### src/rtl/nand_pr_elastic.sv
// nand_pr_elastic: DEPTH-entry valid/ready elastic register between NAND CPU pipeline stages.
// Optional feature macro NAND_PR_STALL_COUNT_EN adds a saturating 16-bit stall counter port.
module nand_pr_elastic #(
    parameter int WIDTH = 32,
    parameter int DEPTH = 2
) (
    input  logic                         clk,
    input  logic                         rst,
    input  logic                         flush,
    input  logic                         in_valid,
    input  logic [WIDTH-1:0]             in_data,
    output logic                         in_ready,
    output logic                         out_valid,
    output logic [WIDTH-1:0]             out_data,
    input  logic                         out_ready,
    output logic [$clog2(DEPTH+1)-1:0]   count
`ifdef NAND_PR_STALL_COUNT_EN
    ,
    output logic [15:0]                  stall_cycles
`endif
);

    localparam int PW = (DEPTH > 1) ? $clog2(DEPTH) : 1;
    localparam int CW = $clog2(DEPTH + 1);

    logic [PW-1:0]    head_q, head_d;
    logic [PW-1:0]    tail_q, tail_d;
    logic [CW-1:0]    count_q, count_d;
    logic [WIDTH-1:0] mem_q [DEPTH];
    logic             push, pop;

    function automatic logic [PW-1:0] ptr_inc(input logic [PW-1:0] p);
        return (p == PW'(DEPTH - 1)) ? '0 : p + PW'(1);
    endfunction

    // in_ready depends only on occupancy and flush, so no ready path crosses the block.
    assign in_ready  = (count_q != CW'(DEPTH)) && !flush;
    assign out_valid = (count_q != '0);
    assign out_data  = mem_q[head_q];
    assign count     = count_q;

    assign push = in_valid && in_ready;
    assign pop  = out_valid && out_ready && !flush;

    always_comb begin
        head_d  = head_q;
        tail_d  = tail_q;
        count_d = count_q;
        if (flush) begin
            head_d  = '0;
            tail_d  = '0;
            count_d = '0;
        end else begin
            if (push) tail_d = ptr_inc(tail_q);
            if (pop)  head_d = ptr_inc(head_q);
            case ({push, pop})
                2'b10:   count_d = count_q + CW'(1);
                2'b01:   count_d = count_q - CW'(1);
                default: count_d = count_q;
            endcase
        end
    end

    always_ff @(posedge clk or posedge rst) begin
        if (rst) begin
            head_q  <= '0;
            tail_q  <= '0;
            count_q <= '0;
        end else begin
            head_q  <= head_d;
            tail_q  <= tail_d;
            count_q <= count_d;
        end
    end

    // Payload storage is never cleared; out_valid qualifies it.
    always_ff @(posedge clk) begin
        if (push) mem_q[tail_q] <= in_data;
    end

`ifdef NAND_PR_STALL_COUNT_EN
    logic [15:0] stall_q;

    always_ff @(posedge clk or posedge rst) begin
        if (rst) begin
            stall_q <= '0;
        end else if (out_valid && !out_ready && (stall_q != 16'hFFFF)) begin
            stall_q <= stall_q + 16'd1;
        end
    end

    assign stall_cycles = stall_q;
`endif

endmodule

### config.mk
export PLATFORM = sky130hd
export DESIGN_NAME = nand_pr_elastic
export DESIGN_NICKNAME = d
export VERILOG_FILES = /design/src/rtl/nand_pr_elastic.sv
export SDC_FILE = /design/constraint.sdc
export NUM_CORES = 1
export LEC_CHECK = 0
export CORE_MARGIN = 2
export CORE_UTILIZATION = 47
export CTS_BUF_LIST = sky130_fd_sc_hd__clkbuf_4 sky130_fd_sc_hd__clkbuf_8 sky130_fd_sc_hd__clkbuf_16
export DETAILED_ROUTE_END_ITERATION = 10
export HOLD_SLACK_MARGIN = 0.05
export PLACE_DENSITY = 0.79
export SYNTH_ARGS = -nofsm -noshare
export SYNTH_HDL_FRONTEND = slang
export SYNTH_SLANG_ARGS = --single-unit
### constraint.sdc
create_clock -name clk -period 5.55 [get_ports clk]
set_input_delay 0.555 -clock clk [delete_from_list [all_inputs] [get_ports clk]]
set_output_delay 0.555 -clock clk [all_outputs]
set_load 0.01 [all_outputs]
==> results of run 1 <==
-- worst max path at each step --
stage / startpoint / end / slack [ns] / cells after the start
3_3_place_gp: flush / mem_q[1][28]$_DFFE_PP_ / 3.06 / 4
4_1_cts: head_q$_DFFE_PP0P_ / out_data[5] / 3.03 / 3
3_5_place_dp: flush / mem_q[1][31]$_DFFE_PP_ / 2.98 / 4
5_1_grt: head_q$_DFFE_PP0P_ / out_data[5] / 2.99 / 3
2_1_floorplan: flush / mem_q[0][0]$_DFFE_PP_ / 1.28 / 1
6_report: head_q$_DFFE_PP0P_ / out_data[5] / 3.06 / 3
-- cells in the mapped netlist, types with 2 or more instances --
cell type | count | area (µm²)
a21oi_1 | 4 | 20.02
o21ai_0 | 2 | 10.01
edfxtp_1 | 64 | 1922
nor2_1 | 2 | 7.510
mux2_2 | 32 | 360.4
buf_4 | 3 | 22.52
or2_2 | 2 | 12.51
dfrtp_1 | 4 | 100.1
-- flip-flops by register name (all words and copies together) (netlist names) --
register	count
head_q	1
count	2
tail_q	1
mem_q	64
-- layout make-up --
class	instances	area [µm²]
Sequential cell	68	2022
Clock inverter	4	25.02
Multi-Input combinational cell	52	500.5
Tap cell	70	87.58
Fill cell	334	1627
Clock buffer	12	152.6
Inverter	2	7.507
Timing Repair Buffer	76	750.7
-- layer usage --
layer / wire (µm) / track usage [%] / vias up
li1: - / - / 657
met1: 1969 / 17.98 / 720
met2: 2608 / 28.79 / 46
met3: 162 / 2.791 / 7
met4: 82 / 9.107 / 0
met5: 0 / 0 / -
-- power by group through the flow --
stage	clock [µW]	sequential, µW	combinational (µW)
2_1_floorplan	0	599	58.3
3_3_place_gp	0	598	136
3_5_place_dp	0	599	139
4_1_cts	362	588	141
5_1_grt	376	589	147
6_report	354	588	139
-- cells by family after synthesis --
kind of cell,after synthesis
buf+inv,6
xor+xnor,1
flops,68
simple gates,10
compound gates,8
mux,33
-- stage by stage --
step,std cells,total power [µW]
6_report,284,1081
5_1_grt,284,1112
4_1_cts,284,1090
3_5_place_dp,268,738.6
3_3_place_gp,268,733.3
2_1_floorplan,126,657.3
-- critical path, stage by stage, from the launching register on --
cell             delay (ns)
dfrtp_1                0.32
buf_4                  0.38
mux2_2                 0.40
clkdlybuf4s50_1        0.49
==> impl_metrics.yaml, run 1 <==
placed_design:
  dp.final_hpwl_um: 3337
  pre_cts_ws_ns: 2.981
  io_buffers: 72
  gp_congestion: 0.6939
  placed_area_um2: 3368
cts:
  clockBufferDepth: 2
  post_cts_buffers: 0
  cts_tree: "built"
  cts-root-buf: "clkbuf_8"
  clk_pin_slew_worst_paths_ns: 0.07
  cts-htree-levels: 3
  postCtsResizedCells: 0
  cts_sinks: 68
  cts_buffers: 9
  cts_hold_buf: 0
  worstSkewPairLatency_ns: 0.33
worst_setup_path:
  rrSetupSlack_ns: 3.49
  critical_path_required_ns: 4.99
  reg2reg_depth: 4
  crit_type: "reg -> out"
  worstReg2RegStart: "count[1]$_DFFE_PP0P_"
  rr_endpoint: "mem_q[1][30]$_DFFE_PP_"
  cp_data_arrival_time_ns: 1.93
  path_max_fanout: 33
  startpoint_type: "flip-flop"
  end_kind: "primary output"
logic_synthesis:
  synth_compound_area_share_pct: 1.766
  async_reset_ff_share_pct: 5.882
  yosysWarnings: 0
  synthSimpleGateAreaFrac_pct: 2.746
  synth_fa_ha_area_share_pct: 0
  ys_types: 21
  syn_inst: 126
  synthFlopType: "edfxtp_1"
  synth.avg_cell_area_um2: 20.25
  synth_xor_area_share_pct: 0.3433
  synth_seq_cells: 68
  ys_seq_area_share_pct: 79.25
  syn-num-nets: 163
  syn_area_um2: 2551
  synth_edf_count: 64
  synth_top_family_by_area: "multiplexers"
  synth_mux_area_share_pct: 14.52
grt:
  grt_overflow: 0
  grt_start_max_net_pins: 34
  grt_pass1_wl_um: 7251
  grt_pass1_vias: 1475
  grtUsageTotal_pct: 16.08
  antenna_found_initial: 0
power_and_ir_drop:
  comb_power_share_pct: 12.9
  power_leakage_uw: 0.001208
  internal-power_uw: 848.6
  power_frac_seq_pct: 54.4
  ir_drop_v: 0.0001254
  p_per_area_nw_per_um2: 304.9
  p_switching_uw: 232.4
  clkPwrFrac_pct: 32.7
  p_sw_share_pct: 21.49
route:
  drtIter0Drc: 90
  num_vias: 1430
  antenna_left: 0
  wire_per_inst_um: 16.98
  dr.pass1.iters: 4
  viasPerCell: 5.035
  drc_errors: 0
  routed_wl_um: 4823
timing:
  fin_crit_sh_pct: 44.84
  rsz0062_at_grt: "no"
  hold_slack_ns: 0.4048
  setup_ws_ns: 3.061
  fin_crit_ns: 2.489
  max_slew_margin_pct: 60.54
  finClkSkew_ns: 0.006239
  tightest_slew_ns: 0.5919
  setup_violations: 0
  hold_viol: 0
  timing.setup.tns_ns: 0
  slew_viol_final: 0
  max_freq_mhz: 401.8
die:
  dieWidth_um: 77.68
  io-pin-count: 73
  core_um2: 5172
  die_y_um: 77.68
  initial_utilization_pct: 49.32
  die-area_um2: 6033
  num_rows: 26
finish:
  area_delta_synth_final_pct: 38.99
  fin_area_um2: 3546
  final_cell_mix: "72 x clkdlybuf4s50_1, 64 x edfxtp_1, 32 x mux2_2, 10 x clkbuf_8"
  layout_commonest_cell: "clkdlybuf4s50_1"
  post-route-util_pct: 68.55
  n_antenna_cell: 0
  nets: 246
  drive_gt1_share_pct: 27.10
flow_run:
  drv_cap: 0
status:
  outcome: "completed"
min_path:
  hold_class: "in -> async"
(Power assumes the default switching activity.)
==> run 2: changes to the inputs <==
CORE_UTILIZATION = 42   (was 47)
PLACE_DENSITY = 0.75   (was 0.79)
clock period = 2.2 ns   (was 5.55 ns; I/O delays follow)
==> impl_metrics.yaml, run 2 (synthesis gave the netlist of run 1 again) <==
finish:
  nets: 248
  largest_register_ffs: 64
  area_delta_synth_final_pct: 44.48
  largest_register: "mem_q"
  n_antenna_cell: 0
  layout_commonest_cell: "clkdlybuf4s50_1"
  final_cell_mix: "72 x clkdlybuf4s50_1, 64 x edfxtp_1, 32 x mux2_2, 9 x clkbuf_8"
  drive_gt1_share_pct: 27.78
  fillCellCount: 435
timing:
  fin_crit_sh_pct: 92.64
  slew_viol_final: 0
  max_freq_mhz: 490.6
  rsz0062_at_grt: "no"
  timing.setup.tns_ns: 0
  tightest_slew_ns: 0.2981
  setup_ws_ns: 0.1619
  setup_violations: 0
  fin_crit_ns: 2.038
  max_slew_margin_pct: 79.98
  finClkSkew_ns: 0.004437
  hold_viol: 0
grt:
  grt_start_max_net_pins: 25
  antenna_found_initial: 0
  grt_overflow: 0
  grtUsageTotal_pct: 13.81
  grt_pass1_wl_um: 6479
  grt_pass1_vias: 1367
power_and_ir_drop:
  internal-power_uw: 2552
  p_per_area_nw_per_um2: 853.3
  power_frac_seq_pct: 47.2
  comb_power_share_pct: 11.3
  p_sw_share_pct: 18.85
  power_leakage_uw: 0.001270
  clkPwrFrac_pct: 41.6
  ir_drop_v: 0.0003953
  p_switching_uw: 593.0
worst_setup_path:
  end_kind: "primary output"
  critical_path_required_ns: 1.98
  crit_type: "reg -> out"
  startpoint_type: "flip-flop"
  cp_data_arrival_time_ns: 1.82
  path_max_fanout: 19
min_path:
  hold_class: "in -> async"
placed_design:
  gp_congestion: 0.8250
  dp.final_hpwl_um: 2993
  io_buffers: 72
  pre_cts_ws_ns: 0.4638
route:
  dr_wl_met3_um: 248
  routed_wl_um: 4445
  met2WireLength_um: 2129
  num_vias: 1382
  drtIter0Drc: 103
  dr.max_layer_used: "met4"
  wl_met1_um: 1993
  drc_errors: 0
  antenna_left: 0
  wire_per_inst_um: 15.27
  dr.pass1.iters: 4
  viasPerCell: 4.749
cts:
  cts_sinks: 68
  post_cts_buffers: 0
  worstSkewPairLatency_ns: 0.33
  cts-root-buf: "clkbuf_8"
  cts_hold_buf: 0
  postCtsResizedCells: 0
  cts_tree: "built"
  cts-htree-levels: 3
  cts_buffers: 9
  clockBufferDepth: 2
  clk_pin_slew_worst_paths_ns: 0.07
die:
  io-pin-count: 73
  num_rows: 28
  initial_utilization_pct: 43.35
  core_um2: 5886
  die-area_um2: 6713
  dieWidth_um: 81.94
  die_y_um: 81.94
status:
  outcome: "completed"
flow_run:
  drv_cap: 0
==> run 2: final timing paths <==
kind,from,to,slack (ns),depth (start not counted)
max,head_q$_DFFE_PP0P_,out_data[3],0.16,3
min,rst,tail_q$_DFFE_PP0P_,0.06,2
max reg2reg,count[1]$_DFFE_PP0P_,mem_q[1][29]$_DFFE_PP_,0.67,4
min reg2reg,tail_q$_DFFE_PP0P_,tail_q$_DFFE_PP0P_,0.63,2
max in group asynchronous,rst,count[1]$_DFFE_PP0P_,1.98,2
min in group clk,in_data[0],mem_q[1][0]$_DFFE_PP_,0.46,1
==> run 2: routing by layer <==
layer | GRT usage, % | up-vias
li1 | - | 663
met5 | 0 | -
met3 | 4.505 | 6
met1 | 16.70 | 663
met4 | 7.500 | 0
met2 | 21.95 | 50
==> run 2: per-stage QoR <==
step	power (µW)	instances	util, %	area, µm²	hold slack (ns)
2_1_floorplan	1659	126	-	2566	-0.01392
3_3_place_gp	1867	275	58.16	3423	0.4249
3_5_place_dp	1871	275	58.16	3423	0.4261
4_1_cts	3187	291	62.63	3686	0.05772
5_1_grt	3266	291	62.63	3686	0.1041
6_report	3145	291	62.63	3686	0.06496
==> run 2: cell type report <==
class,instances,area [µm²],area share (%)
clock buffer,9,123.9,3.360
multi-input combinational,52,509.2,13.82
inverter,2,7.507,0.2037
timing repair buffer,78,790.8,21.45
tap,75,93.84,2.546
sequential,68,2022,54.85
clock inverter,7,138.9,3.768
==> run 2: worst max-delay path, cell delays in order, from the launching register on <==
cell and delay (ns):
dfrtp_1 0.35, buf_4 0.27, mux2_2 0.37, clkdlybuf4s50_1 0.49
==> run 2: power by group through the flow <==
stage / Sequential [µW] / Clock, µW / Combinational, µW
3_3_place_gp: 1510 / 0 / 358
2_1_floorplan: 1510 / 0 / 149
4_1_cts: 1480 / 1340 / 361
3_5_place_dp: 1510 / 0 / 359
6_report: 1480 / 1310 / 355
5_1_grt: 1490 / 1400 / 379
==> run 3: changes to the inputs <==
SLEW_MARGIN = 0   (was default)
==> results of run 3 <==
The final DEF is identical to that of run 2; final timing and power are the same.
